$ cat config.mk
export PLATFORM = sky130hd
export DESIGN_NAME = cache_perf_counter_flat
export DESIGN_NICKNAME = d
export VERILOG_FILES = /design/src/rtl/cache_perf_counter_if.sv /design/src/rtl/cache_perf_counter.sv /design/src/flat_wrapper.sv
export SDC_FILE = /design/constraint.sdc
export NUM_CORES = 1
export LEC_CHECK = 0
export ABC_AREA = 0
export BUFFER_PORTS_ARGS = -buffer_cell sky130_fd_sc_hd__buf_2
export CAP_MARGIN = 20
export CORE_UTILIZATION = 57
export DETAILED_ROUTE_END_ITERATION = 10
export PLACE_DENSITY = 0.74
export SLEW_MARGIN = 25
export SYNTH_ARGS = -nofsm -noshare
export SYNTH_HDL_FRONTEND = slang
export SYNTH_SLANG_ARGS = --single-unit
$ cat constraint.sdc
create_clock -name clk -period 5.1 [get_ports clk]
set_clock_uncertainty 0.1 [all_clocks]
set_input_delay 0.51 -clock clk [delete_from_list [all_inputs] [get_ports clk]]
set_output_delay 0.51 -clock clk [all_outputs]
set_load 0.05 [all_outputs]
$ cat src/rtl/cache_perf_counter_if.sv
// Request-stream, control and snapshot-readout bundle for cache_perf_counter.
// master = monitor/debug side, slave = counter unit.
interface cache_perf_counter_if #(
    parameter int CNT_W = 32
);
    logic             en;
    logic             clr;
    logic             snap;
    logic             req_valid;
    logic             req_write;
    logic             stall;
    logic [2:0]       rd_sel;
    logic [CNT_W-1:0] rd_data;
    logic             hit_pulse;
    logic             miss_pulse;

    modport master (
        output en, clr, snap,
        output req_valid, req_write, stall,
        output rd_sel,
        input  rd_data, hit_pulse, miss_pulse
    );

    modport slave (
        input  en, clr, snap,
        input  req_valid, req_write, stall,
        input  rd_sel,
        output rd_data, hit_pulse, miss_pulse
    );
endinterface

$ cat src/rtl/cache_perf_counter.sv
// L1 cache/CMU performance counters with snapshot bank and miss latency.
// Define CACHE_PERF_SAT_EN to make event counters saturate instead of wrap.
module cache_perf_counter #(
    parameter int CNT_W = 32,
    parameter int LAT_W = 8
) (
    input logic                 clk,
    input logic                 rst,
    cache_perf_counter_if.slave bus
);
    localparam int N_CNT = 6;

    logic [CNT_W-1:0] cnt_q  [N_CNT];
    logic [CNT_W-1:0] snap_q [N_CNT];
    logic [LAT_W-1:0] max_lat;
    logic [LAT_W-1:0] snap_lat;
    logic [LAT_W-1:0] cur_lat;
    logic             pend;
    logic             hit_q;
    logic             miss_q;
    logic [CNT_W-1:0] rd_mux;

    logic             stall_cyc;
    logic             complete;
    logic             hit;
    logic             miss;
    logic [N_CNT-1:0] ev;

    assign stall_cyc = bus.req_valid & bus.stall;
    assign complete  = bus.req_valid & ~bus.stall;
    assign hit       = complete & ~pend;
    assign miss      = complete & pend;

    // Event order matches the rd_sel encoding 0..5.
    assign ev = {
        stall_cyc,
        miss,
        hit & bus.req_write,
        hit & ~bus.req_write,
        complete,
        bus.req_valid
    };

    function automatic logic [CNT_W-1:0] bump(
        input logic [CNT_W-1:0] c,
        input logic             e
    );
`ifdef CACHE_PERF_SAT_EN
        if (e && (c != {CNT_W{1'b1}}))
            return c + CNT_W'(1);
        return c;
`else
        return c + CNT_W'(e);
`endif
    endfunction

    always_ff @(posedge clk) begin
        if (rst) begin
            for (int i = 0; i < N_CNT; i++) begin
                cnt_q[i]  <= '0;
                snap_q[i] <= '0;
            end
            max_lat  <= '0;
            snap_lat <= '0;
            cur_lat  <= '0;
            pend     <= 1'b0;
            hit_q    <= 1'b0;
            miss_q   <= 1'b0;
        end else begin
            // Snapshot takes pre-increment, pre-clear values.
            if (bus.snap) begin
                for (int i = 0; i < N_CNT; i++)
                    snap_q[i] <= cnt_q[i];
                snap_lat <= max_lat;
            end

            if (bus.clr) begin
                for (int i = 0; i < N_CNT; i++)
                    cnt_q[i] <= '0;
                max_lat <= '0;
            end else if (bus.en) begin
                for (int i = 0; i < N_CNT; i++)
                    cnt_q[i] <= bump(cnt_q[i], ev[i]);
                if (miss && (cur_lat > max_lat))
                    max_lat <= cur_lat;
            end

            hit_q  <= hit;
            miss_q <= miss;

            // Request tracking ignores en/clr so straddling requests classify right.
            if (stall_cyc) begin
                pend <= 1'b1;
                if (cur_lat != {LAT_W{1'b1}})
                    cur_lat <= cur_lat + LAT_W'(1);
            end else if (complete) begin
                pend    <= 1'b0;
                cur_lat <= '0;
            end
        end
    end

    always_comb begin
        rd_mux = '0;
        unique case (1'b1)
            (bus.rd_sel < 3'd6):  rd_mux = snap_q[bus.rd_sel];
            (bus.rd_sel == 3'd6): rd_mux = CNT_W'(snap_lat);
            default:              rd_mux = '0;
        endcase
    end

    assign bus.rd_data    = rd_mux;
    assign bus.hit_pulse  = hit_q;
    assign bus.miss_pulse = miss_q;
endmodule

$ cat src/flat_wrapper.sv
// flat-port wrapper written by rule: the top's interface ports become plain ports
module cache_perf_counter_flat 
#(
    parameter int CNT_W = 32,
    parameter int LAT_W = 8
)
  (clk, rst, bus_en, bus_clr, bus_snap, bus_req_valid, bus_req_write, bus_stall, bus_rd_sel, bus_rd_data, bus_hit_pulse, bus_miss_pulse);
  cache_perf_counter_if #(.CNT_W(CNT_W)) bus_i ();
  input logic clk;
  input logic rst;
  input wire logic [$bits(bus_i.en)-1:0] bus_en;
  input wire logic [$bits(bus_i.clr)-1:0] bus_clr;
  input wire logic [$bits(bus_i.snap)-1:0] bus_snap;
  input wire logic [$bits(bus_i.req_valid)-1:0] bus_req_valid;
  input wire logic [$bits(bus_i.req_write)-1:0] bus_req_write;
  input wire logic [$bits(bus_i.stall)-1:0] bus_stall;
  input wire logic [$bits(bus_i.rd_sel)-1:0] bus_rd_sel;
  output wire logic [$bits(bus_i.rd_data)-1:0] bus_rd_data;
  output wire logic [$bits(bus_i.hit_pulse)-1:0] bus_hit_pulse;
  output wire logic [$bits(bus_i.miss_pulse)-1:0] bus_miss_pulse;
  assign bus_i.en = bus_en;
  assign bus_i.clr = bus_clr;
  assign bus_i.snap = bus_snap;
  assign bus_i.req_valid = bus_req_valid;
  assign bus_i.req_write = bus_req_write;
  assign bus_i.stall = bus_stall;
  assign bus_i.rd_sel = bus_rd_sel;
  assign bus_rd_data = bus_i.rd_data;
  assign bus_hit_pulse = bus_i.hit_pulse;
  assign bus_miss_pulse = bus_i.miss_pulse;
  cache_perf_counter #(.CNT_W(CNT_W), .LAT_W(LAT_W)) u_core (.clk(clk), .rst(rst), .bus(bus_i));
endmodule
After elaboration in Yosys (flattened, before gate mapping) --
Memory sizes are Yosys's and may differ from the RTL's. Cells that the tools add are included. Widths: inputs -> output; s select.
Storage, ports and cells: register bits after elaboration 27, bits in writable memories 384, input bits 11, output and inout port bits 34, logic and storage cells 88, memories kept 2
Operators by class: $add $sub $neg 7, magnitude comparators 2, eq/ne operators 3, muxes and demuxes 36, bitwise logic cells 27, reduce and logical (&&, ||, !) cells 5
Memories:
- u_core.cnt_q | depth 6, width 32, rd ports 6, clocked after Yosys merged registers in 0, write ports 6, RTL line cache_perf_counter.sv:13 | logic [CNT_W-1:0] cnt_q [N_CNT];
- u_core.snap_q | depth 6, width 32, rd ports 1, clocked after Yosys merged registers in 0, write ports 6, RTL line cache_perf_counter.sv:14 | logic [CNT_W-1:0] snap_q [N_CNT];
Operator list (number):
- $mux 32 | 18
- $add 32x1->32 | 6
- $pmux 32 s2 | 1
- $mux 8 | 3
- $or 1x1->1 | 18
- $mux 1 | 14
- $add 8x1->8 const B | 1
- $gt 8x8->1 | 1
- $ne 8x8->1 const B | 1
- $and 1x1->1 | 6
- $reduce_and 2->1 | 2
- $eq 3x3->1 const B | 1
- $lt 3x3->1 const B | 1
- $not 1->1 | 3
- $ne 2x2->1 const B | 1
- $reduce_bool 2->1 | 1
- $reduce_or 2->1 | 1
- $logic_and 1x1->1 | 1

Logic depth before layout (Yosys ltp) --
Gate-level depths: netlist (run 1).
depth after elaboration 6, depth in mapped cells 11, gate-level depth less buffers 10

Worst setup path after synthesis (run 1) --
Ideal clock, no wire load.
kind input port to flip-flop, start point in rst, end point mem u_core.cnt_q[0][0], enable pin, setup time 529 ps, data arrival time 4244 ps, required time 4471 ps, path slack 227 ps, stages 2, buffers on the path 1, cells stage by stage clkbuf_1 -> or3_1
RTL lines:
- from (decl) | RTL line flat_wrapper.sv:10 | input logic rst;
- to (decl) | RTL line cache_perf_counter.sv:13

Worst setup path in the final report (run 1) --
start point in bus_rd_sel[2], end point out bus_rd_data[16]
On the way: word-level cells in the longest chain between the ends 2, elaborated cells on any way between the ends 4, those cells by class order compare: 1; eq/ne: 1; mux: 1; memory: 1
Ends and longest elaborated chain:
- from (decl) | RTL line flat_wrapper.sv:17 | input wire logic [$bits(bus_i.rd_sel)-1:0] bus_rd_sel;
- $mem_v2 6x32 (tied with other cells)
- $pmux 32 s2 * | RTL line cache_perf_counter.sv:105 | unique case (1'b1)
- to (decl) | RTL line flat_wrapper.sv:18 | output wire logic [$bits(bus_i.rd_data)-1:0] bus_rd_data;
Every way passes the cells marked *; elsewhere a longest branch is shown, timed or not.

==> run_results.csv, run 1 <==
group,metric,value,unit
outcome,status,"finished clean",
sta,rsz0062_at_grt,"no",
die,die_h,190,um
yosys,ys_types,50,
yosys,synth_edf_count,384,
cts,root_buffer,"clkbuf_16",
drt,firstDrtPassIters,5,
min_path,hold_start,"bus_stall",
sta,timing.final.ws_setup,1.78,ns
global_route,grt_pass1_vias,12300,
placed_design,detailedPlace.worstSlack,1.71,ns
yosys,synth_seq_area_share,59.7,%
yosys,synth_common_cells,"edfxtp_1, nor2_1, and2_1",
global_route,globalRoute.busiestLayer,"met2",
global_route,grt_use_met3,3.33,%
die,rows,68,
global_route,grt-ovfl-total,0,
setup_path,critPathArrivalTime,2.71,ns
die,die_area,36200,um2
cts,clock_sinks,411,
sta,drv_slew,0,
yosys,syn-cell-area,20200,um2
cts,clk_latency,0.54,ns
cts,postCtsSetupRepairBufs,0,
sta,period_needed,3.32,ns
min_path,min_path_type,"primary input to flip-flop",
sta,relSlewSlack,24.9,%
cells_and_area,finalNonFillerCells,2192,
cts,ctsHoldBuffers,0,
setup_path,worstSetupPathType,"primary input to output pin",
setup_path,cp.required,4.49,ns
yosys,ys_ff_latch,411,
placed_design,post-place-cells,2114,
cells_and_area,num-fill-cells,2616,
drt,vias,13000,
placed_design,portBuffers,44,
yosys,async_flop_share,0,%
setup_path,cp-start-kind,"primary input",
cells_and_area,areaGrowthSynthToFinish,10.2,%
drt,ant_nets,0,
yosys,yosysWarnings,0,
pwr,power_density,334,nW/um2
cells_and_area,final_core_util,64.1,%
yosys,syn_nets,1703,
sta,tightest_slew,1.12,ns
cts,path_clk_slew,0.06,ns
setup_path,cp-end-kind,"output pin",
cts,clockBufferDepth,3,
pwr,finalPower,7430,uW
cts,htree_levels,2,
yosys,synth-main-ff-cell,"edfxtp_1",
placed_design,post-dp-hpwl,29.5,mm
yosys,syn_inst,1671,
pwr,leakage,0.00808,uW
global_route,grt_pass1_wl,69.8,mm
setup_path,startpoint,"bus_rd_sel[2]",
die,core_area,34700,um2
yosys,synth_top_cell_area_share,57.1,%
yosys,yosys.area.top_type,"edfxtp_1",
setup_path,worstPathMaxFanout,41,
drt,wl_per_cell,20.5,um
drt,vias_per_cell,5.95,
cells_and_area,drive_gt1_share,10.7,%
cts,numCtsBuffers,42,
drt,drc_errors,0,
flow_run,max_cap_violations,0,
global_route,grt.met1_usage,36.4,%
yosys,yosys.cell_count.top_type,"edfxtp_1",
global_route,grt_max_degree,102,
cells_and_area,multi_input_area,7710,um2
global_route,grt_usage,25.3,%
cells_and_area,ff_latch_area,12100,um2
cts,cts_tree,"done",
sta,finalSetupTns,0,ns
drt,drtIter0Drc,1337,
die,io_pins,45,
sta,max_freq,301,MHz
die,initial_utilization,58.2,%
sta,min_period_over_period,65.1,%
die,die_w,190,um
sta,setup_viol,0,
placed_design,gp_congestion,0.871,
setup_path,r2r-start,"u_core.pend",
yosys,synth_area_per_cell,12.1,um2
global_route,antenna_found_initial,0,
yosys,synth_area_leaders,"edfxtp_1, and2_1, xor2_1",
pwr,ir_drop,269,uV
cells_and_area,diodes,0,
global_route,grt_util_met2,39.5,%
cts,ctsResizeCount,0,
sta,hold_viol_final,0,
setup_path,ff2ff_setup_slack,2.23,ns
drt,routed_wl,45.0,mm
cells_and_area,fin_nets,1735,
-- registers in the layout (all words and copies together) (netlist names) --
signal and flops:
u_core.bus.hit_pulse 1, u_core.bus.miss_pulse 1, u_core.cnt_q 192, u_core.cur_lat 8, u_core.max_lat 8, u_core.pend 1
u_core.snap_lat 8, u_core.snap_q 192
-- cell type report --
cell class	count	area share [%]
Clock inverter	24	0.775
Inverter	47	0.792
Multi-Input combinational cell	1139	34.6
Clock buffer	54	5.30
Tap cell	455	2.56
Sequential cell	411	54.2
Timing Repair Buffer	62	1.72
-- critical path, cell delays in order --
cell	delay, ns
buf_2	0.63
nand2b_1	0.76
o22ai_1	0.47
buf_2	0.33
-- cell families after synthesis --
| group | after synthesis | synth area share (%) |
|---|---|---|
| compound gates | 116 | 3.34 |
| xor+xnor | 162 | 7.02 |
| fa+ha+maj | 21 | 1.30 |
| buf+inv | 121 | 2.32 |
| flops | 411 | 59.7 |
| mux | 73 | 5.60 |
| simple gates | 767 | 20.7 |
-- final timing paths --
check	endpoint	cells after the start
worst max register to register	u_core.cnt_q[0][154]	8
worst max-delay path	bus_rd_data[16]	4
worst min register to register	u_core.snap_lat[5]	2
worst min-delay path	u_core.cur_lat[6]	3
-- cell usage in the layout (no fill, tap or decap), drive strengths merged, types with 20 or more instances in the layout --
| cell type | synthesis | layout |
|---|---|---|
| a21oi | 43 | 43 |
| inv | 47 | 48 |
| and3 | 37 | 37 |
| nand4 | 61 | 61 |
| nor4 | 25 | 25 |
| nor2 | 209 | 209 |
| ha | 21 | 21 |
| mux2i | 40 | 40 |
| edfxtp | 384 | 384 |
| mux4 | 32 | 32 |
| buf | 10 | 62 |
| o22ai | 24 | 24 |
| nand3 | 83 | 83 |
| nor3 | 20 | 20 |
| xnor2 | 51 | 51 |
| and2 | 199 | 199 |
| clkbuf | 64 | 54 |
| xor2 | 111 | 111 |
| nand2 | 74 | 74 |
| dfxtp | 27 | 27 |
| o21ai | 29 | 29 |
-- layer usage --
layer / up-vias / wire, um
li1: 6120 / -
met1: 6421 / 19800
met2: 420 / 21200
met3: 75 / 2660
met4: 0 / 1370
met5: - / 0
-- per-stage QoR --
stage,instance area [um2],hold slack [ns]
floorplan,20200,0.360
CTS,22200,0.163
global route,22300,0.190
global placement,20900,0.373
detailed placement,20900,0.388
finish,22300,0.185
-- report_power, final --
| part | total, uW | internal, uW | leakage, uW | switching [uW] |
|---|---|---|---|---|
| registers | 3960 | 3840 | 0.00459 | 119 |
| clock network | 3020 | 1740 | 0.000661 | 1280 |
| logic | 454 | 142 | 0.00283 | 311 |
Note: power is estimated with default switching activity, not from simulation.
==> inputs of run 2 (changes only) <==
--- a/config.mk
+++ b/config.mk
@@ -8,9 +8,9 @@
 export ABC_AREA = 0
 export BUFFER_PORTS_ARGS = -buffer_cell sky130_fd_sc_hd__buf_2
 export CAP_MARGIN = 20
-export CORE_UTILIZATION = 57
+export CORE_UTILIZATION = 60
 export DETAILED_ROUTE_END_ITERATION = 10
-export PLACE_DENSITY = 0.74
+export PLACE_DENSITY = 0.75
 export SLEW_MARGIN = 25
 export SYNTH_ARGS = -nofsm -noshare
 export SYNTH_HDL_FRONTEND = slang
==> constraint.sdc (replaced) <==
create_clock -name clk -period 3.1 [get_ports clk]
set_clock_uncertainty 0.1 [all_clocks]
set_input_delay 0.31 -clock clk [delete_from_list [all_inputs] [get_ports clk]]
set_output_delay 0.31 -clock clk [all_outputs]
set_load 0.05 [all_outputs]
==> run_results.csv, run 2 (synthesized netlist as in run 1, its figures left out) <==
group,metric,value,unit
outcome,status,"finished clean",
pwr,ir_drop,561,uV
setup_path,critPathArrivalTime,3.02,ns
setup_path,path_common_cell,"ha_1",
setup_path,worstSetupPathType,"primary input to flip-flop",
placed_design,portBuffers,44,
drt,vias,13200,
cts,clockBufferDepth,3,
cells_and_area,reg.largest.list,"u_core.cnt_q: 192 flops, u_core.snap_q: 192 flops",
placed_design,post-dp-hpwl,29.9,mm
pwr,power_frac_comb,6.0,%
cells_and_area,fin_nets,1760,
cells_and_area,mostFrequentLayoutCells,"edfxtp_1, nor2_1, and2_1",
sta,tightest_slew,0.737,ns
die,die_h,186,um
setup_path,worstPathMaxFanout,6,
cts,cts_tree,"done",
cells_and_area,finalNonFillerCells,2203,
sta,rsz0062_at_grt,"no",
global_route,globalRoute.busiestLayer,"met2",
placed_design,post-place-cells,2124,
cells_and_area,diodes,0,
sta,drv_slew,0,
global_route,grt.met1_usage,37.7,%
sta,period_needed,2.83,ns
global_route,grt-ovfl-total,0,
cells_and_area,areaGrowthSynthToFinish,12.2,%
setup_path,path_buf_inv,3,
setup_path,path_delay_family,"simple AND/OR/NAND/NOR gates",
cts,postCtsSetupRepairBufs,0,
placed_design,place_area,21200,um2
cells_and_area,final_area,22700,um2
global_route,grt_pass1_vias,12300,
setup_path,cpPeakStageDelay,0.54,ns
setup_path,cp-end-kind,"flip-flop",
sta,relSlewSlack,50.4,%
pwr,switching_power,2840,uW
global_route,grt_max_degree,193,
cts,path_clk_slew,0.07,ns
pwr,seqPwrFrac,51.4,%
cts,numCtsBuffers,43,
drt,drtIter0Drc,1313,
cts,clock_sinks,411,
pwr,p_sw_share,22.3,%
sta,finalSetupTns,0,ns
drt,drc_errors,0,
pwr,pwr-share-clk,42.6,%
drt,wl_per_cell,20.5,um
sta,max_freq,353,MHz
drt,vias_per_cell,6.00,
cts,htree_levels,2,
global_route,grt_pass1_wl,69.4,mm
global_route,grt_use_met3,3.50,%
min_path,min_path_type,"primary input to flip-flop",
sta,setup_viol,0,
die,io_pins,45,
die,die_w,186,um
die,core_area,32900,um2
drt,routed_wl,45.2,mm
cells_and_area,final_common_cell,"edfxtp_1",
sta,min_period_over_period,91.4,%
pwr,power_density,560,nW/um2
pwr,leakage,0.00833,uW
setup_path,cp-start-kind,"primary input",
sta,hold_viol_final,0,
setup_path,cp_slowest_cell,"dlygate4sd3_1",
flow_run,max_cap_violations,0,
drt,firstDrtPassIters,5,
die,die_area,34400,um2
die,rows,66,
global_route,grt_usage,26.7,%
pwr,p_int,9860,uW
placed_design,gp_congestion,0.869,
die,initial_utilization,61.5,%
cts,clk_latency,0.54,ns
cells_and_area,drive_gt1_share,12.0,%
setup_path,cp.required,3.29,ns
cts,root_buffer,"clkbuf_16",
drt,ant_nets,0,
global_route,grt_util_met2,43.0,%
global_route,antenna_found_initial,0,
setup_path,critical_path.cell_chain,"dlygate4sd3_1 > buf_2 > nand2b_1 > inv_1 > and2_1 > ha_1 > ha_1 > nand3_1 > nor3_1 > nand4_1 > xor2_1 > nor2_1",
## run 2: cell count changes in the layout (fill, tap and decap cells not counted), sizes merged
cell / change
clkinv: -4
bufinv: +4
clkbuf: +3
buf: +23
dlygate4sd3: +1
clkinvlp: -2
inv: -1
## run 2: final timing paths
kind                            slack (ns)  cells after the start                  from              endpoint
worst max-delay path                  0.27                     12             bus_stall  u_core.cnt_q[0][142]
worst min-delay path                  0.03                      2         bus_req_valid     u_core.cur_lat[2]
worst max register to register        0.60                      5  u_core.cnt_q[0][174]  u_core.cnt_q[0][189]
worst min register to register        0.40                      2    u_core.snap_lat[2]    u_core.snap_lat[2]
## run 2: area by class of cell
class	instances	area, um2
Tap cell	442	553
Clock buffer	57	1230
Sequential cell	411	12100
Inverter	47	176
Clock inverter	21	251
Timing Repair Buffer	86	703
Multi-Input combinational cell	1139	7690
Fill cell	2358	10200
## run 2: layer usage
metal	share of wire [%]	routed length [um]
met4	2.9	1290
met2	48	21700
met5	0	0
met3	6.5	2920
met1	43	19300
## run 2: per-stage QoR
stage / total power (uW) / hold slack (ns) / setup WS (ns) / util [%]
after CTS: 12700 / 0.00402 / 0.341 / 69.0
final: 12700 / 0.0254 / 0.267 / 69.0
after global placement: 7370 / 0.373 / 0.450 / 64.5
after floorplan: 7100 / 0.360 / 0.0367 / -
after global routing: 13000 / 0.0237 / 0.134 / 69.0
after detailed placement: 7390 / 0.382 / 0.350 / 64.5
## run 2: power groups by stage
stage / Sequential, uW / Clock (uW) / Combinational (uW)
6_report: 6520 / 5410 / 763
5_1_grt: 6550 / 5660 / 819
4_1_cts: 6520 / 5450 / 771
3_5_place_dp: 6630 / 0 / 766
3_3_place_gp: 6620 / 0 / 757
2_1_floorplan: 6550 / 0 / 542
## run 2: timing repair
| action | CTS | global route |
|---|---|---|
| resized for setup | 0 | 0 |
| hold buffers | 1 | 0 |
| endpoints found under the setup margin | 0 | 0 |
| endpoints found under the hold margin | 2 | 0 |
